## config.mk

```make
export PLATFORM = sky130hd
export DESIGN_NAME = fault_trigger_sequencer_flat
export DESIGN_NICKNAME = d
export VERILOG_FILES = /design/src/rtl/fault_trigger_sequencer_if.sv /design/src/rtl/fault_trigger_sequencer.sv /design/src/flat_wrapper.sv
export SDC_FILE = /design/constraint.sdc
export NUM_CORES = 1
export LEC_CHECK = 0
export BUFFER_PORTS_ARGS = -buffer_cell sky130_fd_sc_hd__clkbuf_2
export CORE_MARGIN = 1.5
export CORE_UTILIZATION = 29
export CTS_CLUSTER_SIZE = 16
export DETAILED_ROUTE_END_ITERATION = 7
export MAX_ROUTING_LAYER = met4
export PLACE_DENSITY = 0.53
export SLEW_MARGIN = 20
export SYNTH_ARGS = -nofsm -noshare
export SYNTH_HDL_FRONTEND = slang
export SYNTH_SLANG_ARGS = --single-unit
```

## constraint.sdc

```tcl
create_clock -name clk -period 2.2 [get_ports clk]
set_clock_uncertainty 0.2 [all_clocks]
set_input_delay 0.33 -clock clk [delete_from_list [all_inputs] [get_ports clk]]
set_output_delay 0.33 -clock clk [all_outputs]
set_load 0.03 [all_outputs]
```

## src/rtl/fault_trigger_sequencer_if.sv

```systemverilog
// Request/status bundle between a trigger requester and the fault trigger sequencer.
// The sequencer takes the slave modport; the requester (or bench) takes master.
interface fault_trigger_sequencer_if #(
  parameter int ID_W  = 4,
  parameter int DEPTH = 4
);
  localparam int LVL_W = $clog2(DEPTH + 1);

  logic             req_valid;
  logic [ID_W-1:0]  req_id;
  logic             req_ready;
  logic             flush;
  logic             logic_reset;
  logic             fault_in;
  logic             busy;
  logic [ID_W-1:0]  active_id;
  logic             done;
  logic [ID_W-1:0]  done_id;
  logic [LVL_W-1:0] level;

  modport master (
    output req_valid, req_id, flush,
    input  req_ready, logic_reset, fault_in, busy, active_id, done, done_id, level
  );

  modport slave (
    input  req_valid, req_id, flush,
    output req_ready, logic_reset, fault_in, busy, active_id, done, done_id, level
  );
endinterface

```

## src/rtl/fault_trigger_sequencer.sv

```systemverilog
// Queues trigger requests and plays each one out on a faulty gate as
// logic_reset pulse, settle wait, fault_in pulse, hold wait, done.
module fault_trigger_sequencer #(
  parameter int DEPTH      = 4,
  parameter int ID_W       = 4,
  parameter int SETTLE_CYC = 2,
  parameter int HOLD_CYC   = 3
) (
  input  logic                      clk,
  input  logic                      reset,
  fault_trigger_sequencer_if.slave  bus
);
  localparam int LVL_W   = $clog2(DEPTH + 1);
  localparam int PTR_W   = $clog2(DEPTH);
  localparam int CNT_MAX = (SETTLE_CYC > HOLD_CYC) ? SETTLE_CYC : HOLD_CYC;
  localparam int CNT_W   = $clog2(CNT_MAX + 1);
  localparam logic [CNT_W-1:0] SETTLE_LAST = CNT_W'(SETTLE_CYC - 1);
  localparam logic [CNT_W-1:0] HOLD_LAST   = CNT_W'(HOLD_CYC - 1);
  localparam logic [LVL_W-1:0] FULL_LVL    = LVL_W'(DEPTH);

  typedef enum logic [2:0] {IDLE, CLEAR, SETTLE, FIRE, HOLD} state_t;

  logic [ID_W-1:0]  mem_q [DEPTH];
  logic [PTR_W-1:0] wr_ptr_q, wr_ptr_d, rd_ptr_q, rd_ptr_d;
  logic [LVL_W-1:0] level_q, level_d;
  logic             req_ready_q, req_ready_d;
  state_t           state_q, state_d;
  logic [CNT_W-1:0] cnt_q, cnt_d;
  logic [ID_W-1:0]  active_id_q, active_id_d;
  logic [ID_W-1:0]  done_id_q, done_id_d;
  logic             logic_reset_q, logic_reset_d;
  logic             fault_in_q, fault_in_d;
  logic             busy_q, busy_d;
  logic             done_q, done_d;
  logic             push, pop;

  always_comb begin
    // Readiness follows the registered level only, so a same-cycle pop never opens a slot.
    push = bus.req_valid && req_ready_q && !bus.flush;
    pop  = (state_q == IDLE) && (level_q != '0) && !bus.flush;

    wr_ptr_d = wr_ptr_q;
    rd_ptr_d = rd_ptr_q;
    level_d  = level_q;
    if (bus.flush) begin
      wr_ptr_d = '0;
      rd_ptr_d = '0;
      level_d  = '0;
    end else begin
      if (push) wr_ptr_d = wr_ptr_q + PTR_W'(1);
      if (pop)  rd_ptr_d = rd_ptr_q + PTR_W'(1);
      if (push && !pop)      level_d = level_q + LVL_W'(1);
      else if (pop && !push) level_d = level_q - LVL_W'(1);
    end
    req_ready_d = (level_d != FULL_LVL);
  end

  always_comb begin
    state_d       = state_q;
    cnt_d         = cnt_q;
    active_id_d   = active_id_q;
    logic_reset_d = 1'b0;
    fault_in_d    = 1'b0;
    done_d        = 1'b0;
    done_id_d     = '0;
    if (bus.flush) begin
      state_d     = IDLE;
      cnt_d       = '0;
      active_id_d = '0;
    end else begin
      // Gate pulses are registered from the state they belong to, so they trail it by one cycle.
      unique case (state_q)
        IDLE: begin
          if (pop) begin
            state_d     = CLEAR;
            active_id_d = mem_q[rd_ptr_q];
          end
        end
        CLEAR: begin
          logic_reset_d = 1'b1;
          state_d       = SETTLE;
          cnt_d         = '0;
        end
        SETTLE: begin
          if (cnt_q == SETTLE_LAST) state_d = FIRE;
          else                      cnt_d   = cnt_q + CNT_W'(1);
        end
        FIRE: begin
          fault_in_d = 1'b1;
          state_d    = HOLD;
          cnt_d      = '0;
        end
        HOLD: begin
          if (cnt_q == HOLD_LAST) begin
            done_d      = 1'b1;
            done_id_d   = active_id_q;
            state_d     = IDLE;
            active_id_d = '0;
          end else begin
            cnt_d = cnt_q + CNT_W'(1);
          end
        end
        default: state_d = IDLE;
      endcase
    end
    busy_d = (state_d != IDLE);
  end

  always_ff @(posedge clk) begin
    if (reset) begin
      wr_ptr_q      <= '0;
      rd_ptr_q      <= '0;
      level_q       <= '0;
      req_ready_q   <= 1'b1;
      state_q       <= IDLE;
      cnt_q         <= '0;
      active_id_q   <= '0;
      done_id_q     <= '0;
      logic_reset_q <= 1'b0;
      fault_in_q    <= 1'b0;
      busy_q        <= 1'b0;
      done_q        <= 1'b0;
    end else begin
      wr_ptr_q      <= wr_ptr_d;
      rd_ptr_q      <= rd_ptr_d;
      level_q       <= level_d;
      req_ready_q   <= req_ready_d;
      state_q       <= state_d;
      cnt_q         <= cnt_d;
      active_id_q   <= active_id_d;
      done_id_q     <= done_id_d;
      logic_reset_q <= logic_reset_d;
      fault_in_q    <= fault_in_d;
      busy_q        <= busy_d;
      done_q        <= done_d;
    end
  end

  // Entry storage carries no reset; occupancy is tracked by the pointers and level.
  always_ff @(posedge clk) begin
    if (push) mem_q[wr_ptr_q] <= bus.req_id;
  end

  assign bus.req_ready   = req_ready_q;
  assign bus.level       = level_q;
  assign bus.busy        = busy_q;
  assign bus.active_id   = active_id_q;
  assign bus.logic_reset = logic_reset_q;
  assign bus.fault_in    = fault_in_q;
  assign bus.done        = done_q;
  assign bus.done_id     = done_id_q;
endmodule

```

## src/flat_wrapper.sv

```systemverilog
// flat-port wrapper written by rule: the top's interface ports become plain ports
module fault_trigger_sequencer_flat 
#(
  parameter int DEPTH      = 4,
  parameter int ID_W       = 4,
  parameter int SETTLE_CYC = 2,
  parameter int HOLD_CYC   = 3
)
  (clk, reset, bus_req_valid, bus_req_id, bus_flush, bus_req_ready, bus_logic_reset, bus_fault_in, bus_busy, bus_active_id, bus_done, bus_done_id, bus_level);
  fault_trigger_sequencer_if #(.ID_W(ID_W), .DEPTH(DEPTH)) bus_i ();
  input  logic clk;
  input  logic reset;
  input wire logic [$bits(bus_i.req_valid)-1:0] bus_req_valid;
  input wire logic [$bits(bus_i.req_id)-1:0] bus_req_id;
  input wire logic [$bits(bus_i.flush)-1:0] bus_flush;
  output wire logic [$bits(bus_i.req_ready)-1:0] bus_req_ready;
  output wire logic [$bits(bus_i.logic_reset)-1:0] bus_logic_reset;
  output wire logic [$bits(bus_i.fault_in)-1:0] bus_fault_in;
  output wire logic [$bits(bus_i.busy)-1:0] bus_busy;
  output wire logic [$bits(bus_i.active_id)-1:0] bus_active_id;
  output wire logic [$bits(bus_i.done)-1:0] bus_done;
  output wire logic [$bits(bus_i.done_id)-1:0] bus_done_id;
  output wire logic [$bits(bus_i.level)-1:0] bus_level;
  assign bus_i.req_valid = bus_req_valid;
  assign bus_i.req_id = bus_req_id;
  assign bus_i.flush = bus_flush;
  assign bus_req_ready = bus_i.req_ready;
  assign bus_logic_reset = bus_i.logic_reset;
  assign bus_fault_in = bus_i.fault_in;
  assign bus_busy = bus_i.busy;
  assign bus_active_id = bus_i.active_id;
  assign bus_done = bus_i.done;
  assign bus_done_id = bus_i.done_id;
  assign bus_level = bus_i.level;
  fault_trigger_sequencer #(.DEPTH(DEPTH), .ID_W(ID_W), .SETTLE_CYC(SETTLE_CYC), .HOLD_CYC(HOLD_CYC)) u_core (.clk(clk), .reset(reset), .bus(bus_i));
endmodule
```

; Yosys cells after proc, flatten, opt, wreduce, memory -nomap -nowiden
; Memory sizes are Yosys's and may differ from the RTL's. A register that Yosys moved wholly into a read port is not among the register bits.
; Cells that the tools add are included.
[word_totals]
register_bits = 25
ramBits = 16
inputBits = 8
out_inout_bits = 16
word_cells = 72
mem_count = 1
[classes]
addsub = 5
n_eq_ne = 11
muxes = 21
bitwise = 2
n_reduce_logical = 20
[memory_table]
columns = memory, words, width, rd, rd_ports_with_merged_regs, wr, line
row1 = u_core.mem_q, 4, 4, 1, 1, 1, fault_trigger_sequencer.sv:23  ; logic [ID_W-1:0] mem_q [DEPTH];
[op_table]
columns = cell, n
row1 = $mux W3, 7
row2 = $pmux W3 S5, 1
row3 = $reduce_bool A3 Y1, 3
row4 = $mux W2, 4
row5 = $mux W4, 2
row6 = $pmux W4 S2, 1
row7 = $add A2 B1 Y2 const B, 3
row8 = $eq A3 B2 Y1 const B, 2
row9 = $logic_and A1 B1 Y1, 6
row10 = $pmux W2 S3, 1
row11 = $reduce_and A3 Y1, 2
row12 = $mux W1, 5
row13 = $ne A2 B1 Y1 const B, 2
row14 = $ne A2 B2 Y1 const B, 2
row15 = $reduce_or A2 Y1, 2
row16 = $reduce_or A4 Y1, 1
row17 = $add A3 B1 Y3 const B, 1
row18 = $eq A3 B1 Y1 const B, 1
row19 = $eq A3 B3 Y1 const B, 1
row20 = $logic_not A1 Y1, 3
row21 = $logic_not A3 Y1, 1
row22 = $ne A3 B3 Y1 const B, 1
row23 = $reduce_or A3 Y1, 1
row24 = $sub A3 B1 Y3 const B, 1
row25 = other kinds (4), 5

; Depth between registers and ports, before layout
; Gate-level depths: netlist of run 1.
[logic_depth]
ltp_word = 8
depth_mapped = 7
depth_no_buf = 6

; Worst setup path before layout of run 1
; Ideal clock, no wire load.
[synth_timing]
path_kind = reg2reg
from = register u_core.level_q[1], in the netlist u_core.bus.level[1]
to = register u_core.level_q[2], in the netlist u_core.bus.level[2]
setup_ps = 115
arrival_time_ps = 1620
required_time_ps = 1885
setup_slack_ps = 265
stages_incl_launch_ff = 8
n_path_buf = 1
period_less_slack_ps = 1935
path_cell_list = dfxtp_1 -> inv_1 -> ha_1 -> nand2b_1 -> and2_1 -> buf_6 -> o311a_2 -> and2_1
[synth_via]
elab_chain_cells = 7
word_cells_on_any_way = 11
cone_classes = add/sub: 2 / mux: 3 / reduce/logical: 6
[synth_rtl]
columns = element, line
row1 = from (decl), fault_trigger_sequencer.sv:25  ; logic [LVL_W-1:0] level_q, level_d;
row2 = from (signal assigned), fault_trigger_sequencer.sv:126  ; level_q <= level_d;
row3 = "parallel branches: the longest is 5 deep, another holds $sub A3 B1 Y3", n/a
row4 = $mux W3 *, fault_trigger_sequencer.sv:52  ; if (push && !pop) level_d = level_q + LVL_W'(1);
row5 = $mux W3 *, fault_trigger_sequencer.sv:45  ; if (bus.flush) begin
; Mark *: on every way between the ends.
; A chain may end at the register's enable or synchronous reset.

; Final worst setup path of run 1
[layout_timing]
from = register u_core.cnt_q[0]
to = register u_core.cnt_q[1]
[layout_via]
elab_chain_cells = 3
word_cells_on_any_way = 9
cone_classes = add/sub: 1 / eq/ne: 4 / mux: 3 / reduce/logical: 1
[layout_rtl]
columns = element, line
row1 = from (decl), fault_trigger_sequencer.sv:28  ; logic [CNT_W-1:0] cnt_q, cnt_d;
row2 = from (signal assigned), fault_trigger_sequencer.sv:129  ; cnt_q <= cnt_d;
row3 = "$add A2 B1 Y2, or another cell as far along", "fault_trigger_sequencer.sv:86, fault_trigger_sequencer.sv:100"
row4 = "$mux W2, or another cell as far along", fault_trigger_sequencer.sv:94  ; if (cnt_q == HOLD_LAST) begin
row5 = $pmux W2 S3 / $reduce_and A3 Y1 (equally long branches), n/a
; Several ways; a longest one is shown, not always the timed one. The select of a mux whose other input is x is not followed.

==> impl_metrics.toml, run 1 <==
[flow_run]
maxCapViolations = 0

[power_and_ir_drop]
p_per_area_nw_per_um2 = 742.3
power.leakage_nw = 0.7621
peakVddDrop_mv = 0.2560

[detailed_routing]
drt_pre_antenna_iters = 4
met2_length_um = 1467
met1_length_um = 1457
dr_wl_met3_um = 132
vias_per_cell = 4.633
routed_wl_um = 3109
top_layer_used = "met4"
vias = 1149
final_antenna_net_count = 0
drcViolationCount = 0
drtIter0Drc = 43
wire_per_inst_um = 12.54

[synthesis]
netlist_top_cells_area = "dfxtp_1, edfxtp_1, ha_1, mux4_2, and2_1"
ys_seq_area_share_pct = 56.90
syn_area_um2 = 1794
netlist_instances = 146
synth_top_area_share_pct = 30.13
synth.most_common_cell = "dfxtp_1"
yosys_warnings = 0
synth_common_cells = "dfxtp_1, edfxtp_1, nor2_1, and2_1, ha_1"
synth-edff-count = 16
synth_top_area_cell = "dfxtp_1"
ys_ff_latch = 43
ys_types = 39
syn_nets = 163
async_reset_ff_share_pct = 0
synth_flop_cell = "dfxtp_1"
syn_avg_cell_area_um2 = 12.29

[sta]
max_slew.worst_pin.slew_ps = 417.6
tns_ps = 0
finalWorstSetupSlack_ps = 280.5
period_minus_slack_ps = 1919
hold_viol = 0
rsz0062_at_grt = "false"
final.period_utilization_pct = 87.25
setup_violations = 0
max_slew_margin_pct = 72.16
slew_viol_final = 0
clock.fmax_ghz = 0.5210

[worst_setup_path]
crit_path_end_kind = "flip-flop"
setup.worst_path.class = "flip-flop to flip-flop"
start_kind = "flip-flop"
cp_cell_sequence = "inv_1 -> ha_1 -> or4b_1 -> a211o_1 -> a21oi_2"
critical_path.max_stage_delay_ps = 580
cp_num_buf_inv = 1
cp_max_fo = 6
r2r_slack_ps = 280
cpLargestDelayFamily = "simple AND/OR/NAND/NOR gates"
critPathRequiredTime_ps = 2230
crit_slowest_cell = "or4b_1"
worstPathArrival_ps = 1950

[global_route]
grt.total_usage_pct = 11.20
antenna_found_initial = 0
grt_pass1_wl_um = 5319
grt_max_degree = 18
grt_overflow = 0
grt_pass1_vias = 1096

[placed_design]
dp_slack_ps = 285.0
hpwl_um = 2240
gp_congestion = 0.6892
io_buffer_count = 23
place_inst = 240

[clock_tree]
hold_buffers = 0
cts-resized-gates = 0
cts_buffers = 5
htreeDepth = 2
cts_num_sinks = 43
clock_latency_ps = 300
post_cts_buffers = 0
cts_tree = "built"
cts-root-buf = "clkbuf_8"
clk_pin_slew_worst_paths_ps = 80
cts_max_path_buffers = 2

[floorplan]
ioPinCount = 24
initial_utilization_pct = 30.13
die-height_um = 81.66
die_width_um = 81.66
dieArea_um2 = 6668
num_rows = 28
core_um2 = 5956

[final_layout]
diodes = 0
layout-drive-gt1-share_pct = 24.86
instances_no_fill = 248
layout.nets = 189
syn_to_final_growth_pct = 15.20
num-fill-cells = 612

[run_status]
status = "completed"

[worst_hold_path]
hp-class = "input pin to flip-flop"
==> worst paths after layout <==
path	startpoint	end	cells after the start
setup / recovery	u_core.cnt_q[0]	u_core.cnt_q[1]	5
hold / removal	reset	u_core.bus.level[1]	2
setup reg to reg	u_core.cnt_q[0]	u_core.cnt_q[1]	5
hold reg to reg	u_core.bus.active_id[3]	u_core.bus.done_id[3]	1
==> cell usage in the layout (no fill, tap or decap), drive strengths merged, types with 2 or more instances in the layout <==
cell     n
nand2b   2
a211o    2
inv      9
clkbuf  28
nand3    5
ha       9
and2    10
edfxtp  16
nor2    14
nand3b   2
nor3     3
buf      2
a311o    2
nor4     2
xor2     2
xnor2    5
nand2    5
dfxtp   27
mux4     4
a21oi    5
a22oi    4
==> kinds of logic (layout without fill, tap and decap cells) <==
| group | count (synthesis) | count (layout) | share of synthesized area [%] |
|---|---|---|---|
| compound gates | 23 | 23 | 9.973 |
| fa+ha+maj | 9 | 9 | 6.276 |
| mux | 4 | 4 | 5.021 |
| simple gates | 47 | 47 | 14.37 |
| xor+xnor | 7 | 7 | 3.417 |
| buf+inv | 13 | 40 | 4.045 |
| flops | 43 | 43 | 56.90 |
==> power by group <==
group	switching (W)	total [W]	internal, W
logic	0.0000887	0.000151	0.0000624
clock network	0.000295	0.000528	0.000234
registers	0.0000144	0.000855	0.000841
total	0.000398	0.00153	0.00114
==> sequential cells by signal, indices dropped and copies added (netlist names), named ones only <==
| name | cells |
|---|---|
| u_core.bus.active_id | 4 |
| u_core.bus.busy | 1 |
| u_core.bus.done | 1 |
| u_core.bus.done_id | 4 |
| u_core.bus.fault_in | 1 |
| u_core.bus.level | 3 |
| u_core.bus.logic_reset | 1 |
| u_core.bus.req_ready | 1 |
| u_core.cnt_q | 2 |
| u_core.mem_q | 16 |
| u_core.rd_ptr_q | 2 |
| u_core.state_q | 3 |
| u_core.wr_ptr_q | 2 |
==> through the flow <==
stage,hold WS [ps],utilization [%],area [um^2],power (W)
2_1_floorplan,202.4,-,1794,0.0009801
3_3_place_gp,279.1,33.11,1972,0.001027
3_5_place_dp,287.7,33.11,1972,0.001026
4_1_cts,24.21,34.71,2067,0.001556
5_1_grt,36.89,34.71,2067,0.001608
6_report,39.08,34.71,2067,0.001534
==> layout make-up <==
| type | instances | area, um^2 | share of cell area (%) |
|---|---|---|---|
| repair buffers | 25 | 130.1 | 6.295 |
| clock inverters | 3 | 26.28 | 1.271 |
| inverters | 7 | 26.28 | 1.271 |
| flip-flops and latches | 43 | 1021 | 49.39 |
| clock buffers | 5 | 68.82 | 3.329 |
| multi-input cells | 90 | 700.7 | 33.90 |
| well taps | 75 | 93.84 | 4.540 |
==> worst reg2reg max path: cells and delay by family, from the launching register on <==
family / cells / cell delay, ps
simple gates: 1 / 580
compound gates: 2 / 430
buf+inv: 1 / 60
flops: 1 / 380
fa+ha+maj: 1 / 210
==> metal layers <==
layer  track usage, %  up-vias
met2            17.02       23
met4            6.102        0
met3            3.333        5
met5                -        -
met1            13.30      546
li1                 -      575
Power figures use the tool's default switching activity.
==> run 2, diff against run 1 <==
- ABC_AREA: default -> 1
==> run 2 against run 1 <==
Synthesized cell count rose by 38%. Die area increased by 2.0%. Maximum frequency is 8.7% higher. Sequential cell count unchanged. First-iteration DRC count up 26%. Critical path type unchanged. Largest cell class unchanged. Largest power group unchanged.
==> impl_metrics.toml, run 2 <==
[global_route]
grt.total_usage_pct = 11.71
antenna_found_initial = 0
grt_overflow = 0
grt_max_degree = 14
grt_pass1_vias = 1299
grt_pass1_wl_um = 5747

[floorplan]
die-height_um = 82.45
die_width_um = 82.45
initial_utilization_pct = 30.56
ioPinCount = 24
num_rows = 28
dieArea_um2 = 6798
core_um2 = 5991

[final_layout]
multi_input_area_um2 = 699.4
layout.nets = 247
diodes = 0
layout_common_cells = "nand2_1, nor2_1, dfxtp_1"
ff_latch_area_um2 = 1021
largest_register = "u_core.mem_q"
num-fill-cells = 634
largest_register_ffs = 16
syn_to_final_growth_pct = 15.99
layout-drive-gt1-share_pct = 20.78

[sta]
final.period_utilization_pct = 80.27
hold_viol = 0
tns_ps = 0
max_slew.worst_pin.slew_ps = 348.1
clock.fmax_ghz = 0.5662
rsz0062_at_grt = "false"
period_minus_slack_ps = 1766
slew_viol_final = 0
setup_violations = 0
max_slew_margin_pct = 76.71

[clock_tree]
hold_buffers = 0
htreeDepth = 2
cts_num_sinks = 43
cts-root-buf = "clkbuf_8"
cts-resized-gates = 0
cts_max_path_buffers = 2
clock_latency_ps = 290
cts_tree = "built"
cts_buffers = 5
clk_pin_slew_worst_paths_ps = 80
post_cts_buffers = 0

[synthesis]
synth_flop_cell = "dfxtp_1"
synth_top_area_share_pct = 29.53
netlist_top_cells_area = "dfxtp_1, edfxtp_1, nand2_1, nor2_1, ha_1"
async_reset_ff_share_pct = 0
syn_nets = 218
synth_top_area_cell = "dfxtp_1"
synth_common_cells = "nand2_1, nor2_1, dfxtp_1, inv_1"
yosys_warnings = 0
ys_types = 22
ys_seq_area_share_pct = 55.78
syn_area_um2 = 1831
netlist_instances = 201
syn_avg_cell_area_um2 = 9.107
ys_ff_latch = 43
synth-edff-count = 16

[detailed_routing]
final_antenna_net_count = 0
drtIter0Drc = 54
vias = 1352
drt_pre_antenna_iters = 4
vias_per_cell = 4.418
routed_wl_um = 3316
drcViolationCount = 0
wire_per_inst_um = 10.84

[power_and_ir_drop]
p_total_w = 0.001484
peakVddDrop_mv = 0.3432
internal_power_w = 0.001113
p_per_area_nw_per_um2 = 699.1
switching_power_w = 0.0003710
combPwrFrac_pct = 8.6
power.leakage_nw = 0.8630
switching_share_pct = 24.99
power.share.sequential_pct = 57.2
clock_power_share_pct = 34.2

[worst_setup_path]
setup.worst_path.class = "flip-flop to flip-flop"
crit_path_end_kind = "flip-flop"
worstPathArrival_ps = 1750
cp_max_fo = 9
start_kind = "flip-flop"
critPathRequiredTime_ps = 2180

[flow_run]
maxCapViolations = 0

[run_status]
status = "completed"

[placed_design]
gp_congestion = 0.7587
hpwl_um = 2484
io_buffer_count = 23

[worst_hold_path]
hp-class = "input pin to flip-flop"
[run 2: cell types whose count changed after synthesis, moves of 3 or more]
cell and delta:
nand2_2 +3, inv_1 +17, mux4_2 -4, xnor2_1 -5, nand2_1 +26, nor2_1 +17
buf_6 -3, inv_2 +4, o21ai_0 +15, a21oi_1 +8, and2_1 -10, nor2_4 +4
nand3_1 +6, a22oi_1 -4
[run 2: metal layers]
metal | share of wire, % | vias up | track usage [%]
li1 | - | 708 | -
met1 | 46 | 618 | 13.74
met2 | 47 | 20 | 18.94
met3 | 4.8 | 6 | 2.967
met4 | 1.5 | 0 | 5.085
met5 | 0 | - | -
[run 2: power by group through the flow]
stage	Clock [W]	Combinational [W]	Sequential, W
after global routing	0.000564	0.000146	0.000852
final	0.000507	0.000128	0.000850
after floorplan	0	0.0000816	0.000878
after detailed placement	0	0.000130	0.000868
after global placement	0	0.000129	0.000868
after CTS	0.000522	0.000131	0.000850
[run 2: path summary, 6_finish.rpt]
| check | start | endpoint | slack [ps] | depth (start not counted) |
|---|---|---|---|---|
| min reg2reg | u_core.bus.active_id[0] | u_core.bus.done_id[0] | 250 | 2 |
| min | bus_req_id[0] | u_core.mem_q[2][0] | 70 | 1 |
| max | u_core.bus.level[0] | u_core.bus.req_ready | 430 | 10 |
| max reg2reg | u_core.bus.level[0] | u_core.bus.req_ready | 430 | 10 |
[run 2: critical path, stage by stage (launching register included)]
cell	delay [ps]
dfxtp_1	390
inv_1	90
ha_1	190
nand2_1	100
nand2_1	90
nor2_4	220
nand2_4	90
nor2_1	90
nor2_1	60
nand2_2	60
nand3_1	70
[run 2: metrics by stage]
stage               worst slack [ps]  utilization (%)  instances  hold slack (ps)  instance area, um^2
floorplan                      376.3                -        201            201.7                 1831
detailed placement             437.5            33.96        298            239.9                 2034
finish                         434.0            35.44        306            67.66                 2123
global placement               468.5            33.96        298            238.5                 2034
CTS                            414.5            35.44        306            68.78                 2123
global route                   243.4            35.44        306            64.14                 2123
[run 2: logic make-up after synthesis]
family / share of synthesized area (%)
flops: 55.78
xor+xnor: 0.4786
fa+ha+maj: 6.152
simple gates: 22.56
compound gates: 9.023
buf+inv: 6.015
[run 2: cell type report]
type	instances	area share [%]
well taps	75	4.420
clock inverters	2	0.5893
flip-flops and latches	43	48.08
repair buffers	23	5.421
multi-input cells	129	32.94
clock buffers	6	3.595
inverters	28	4.950
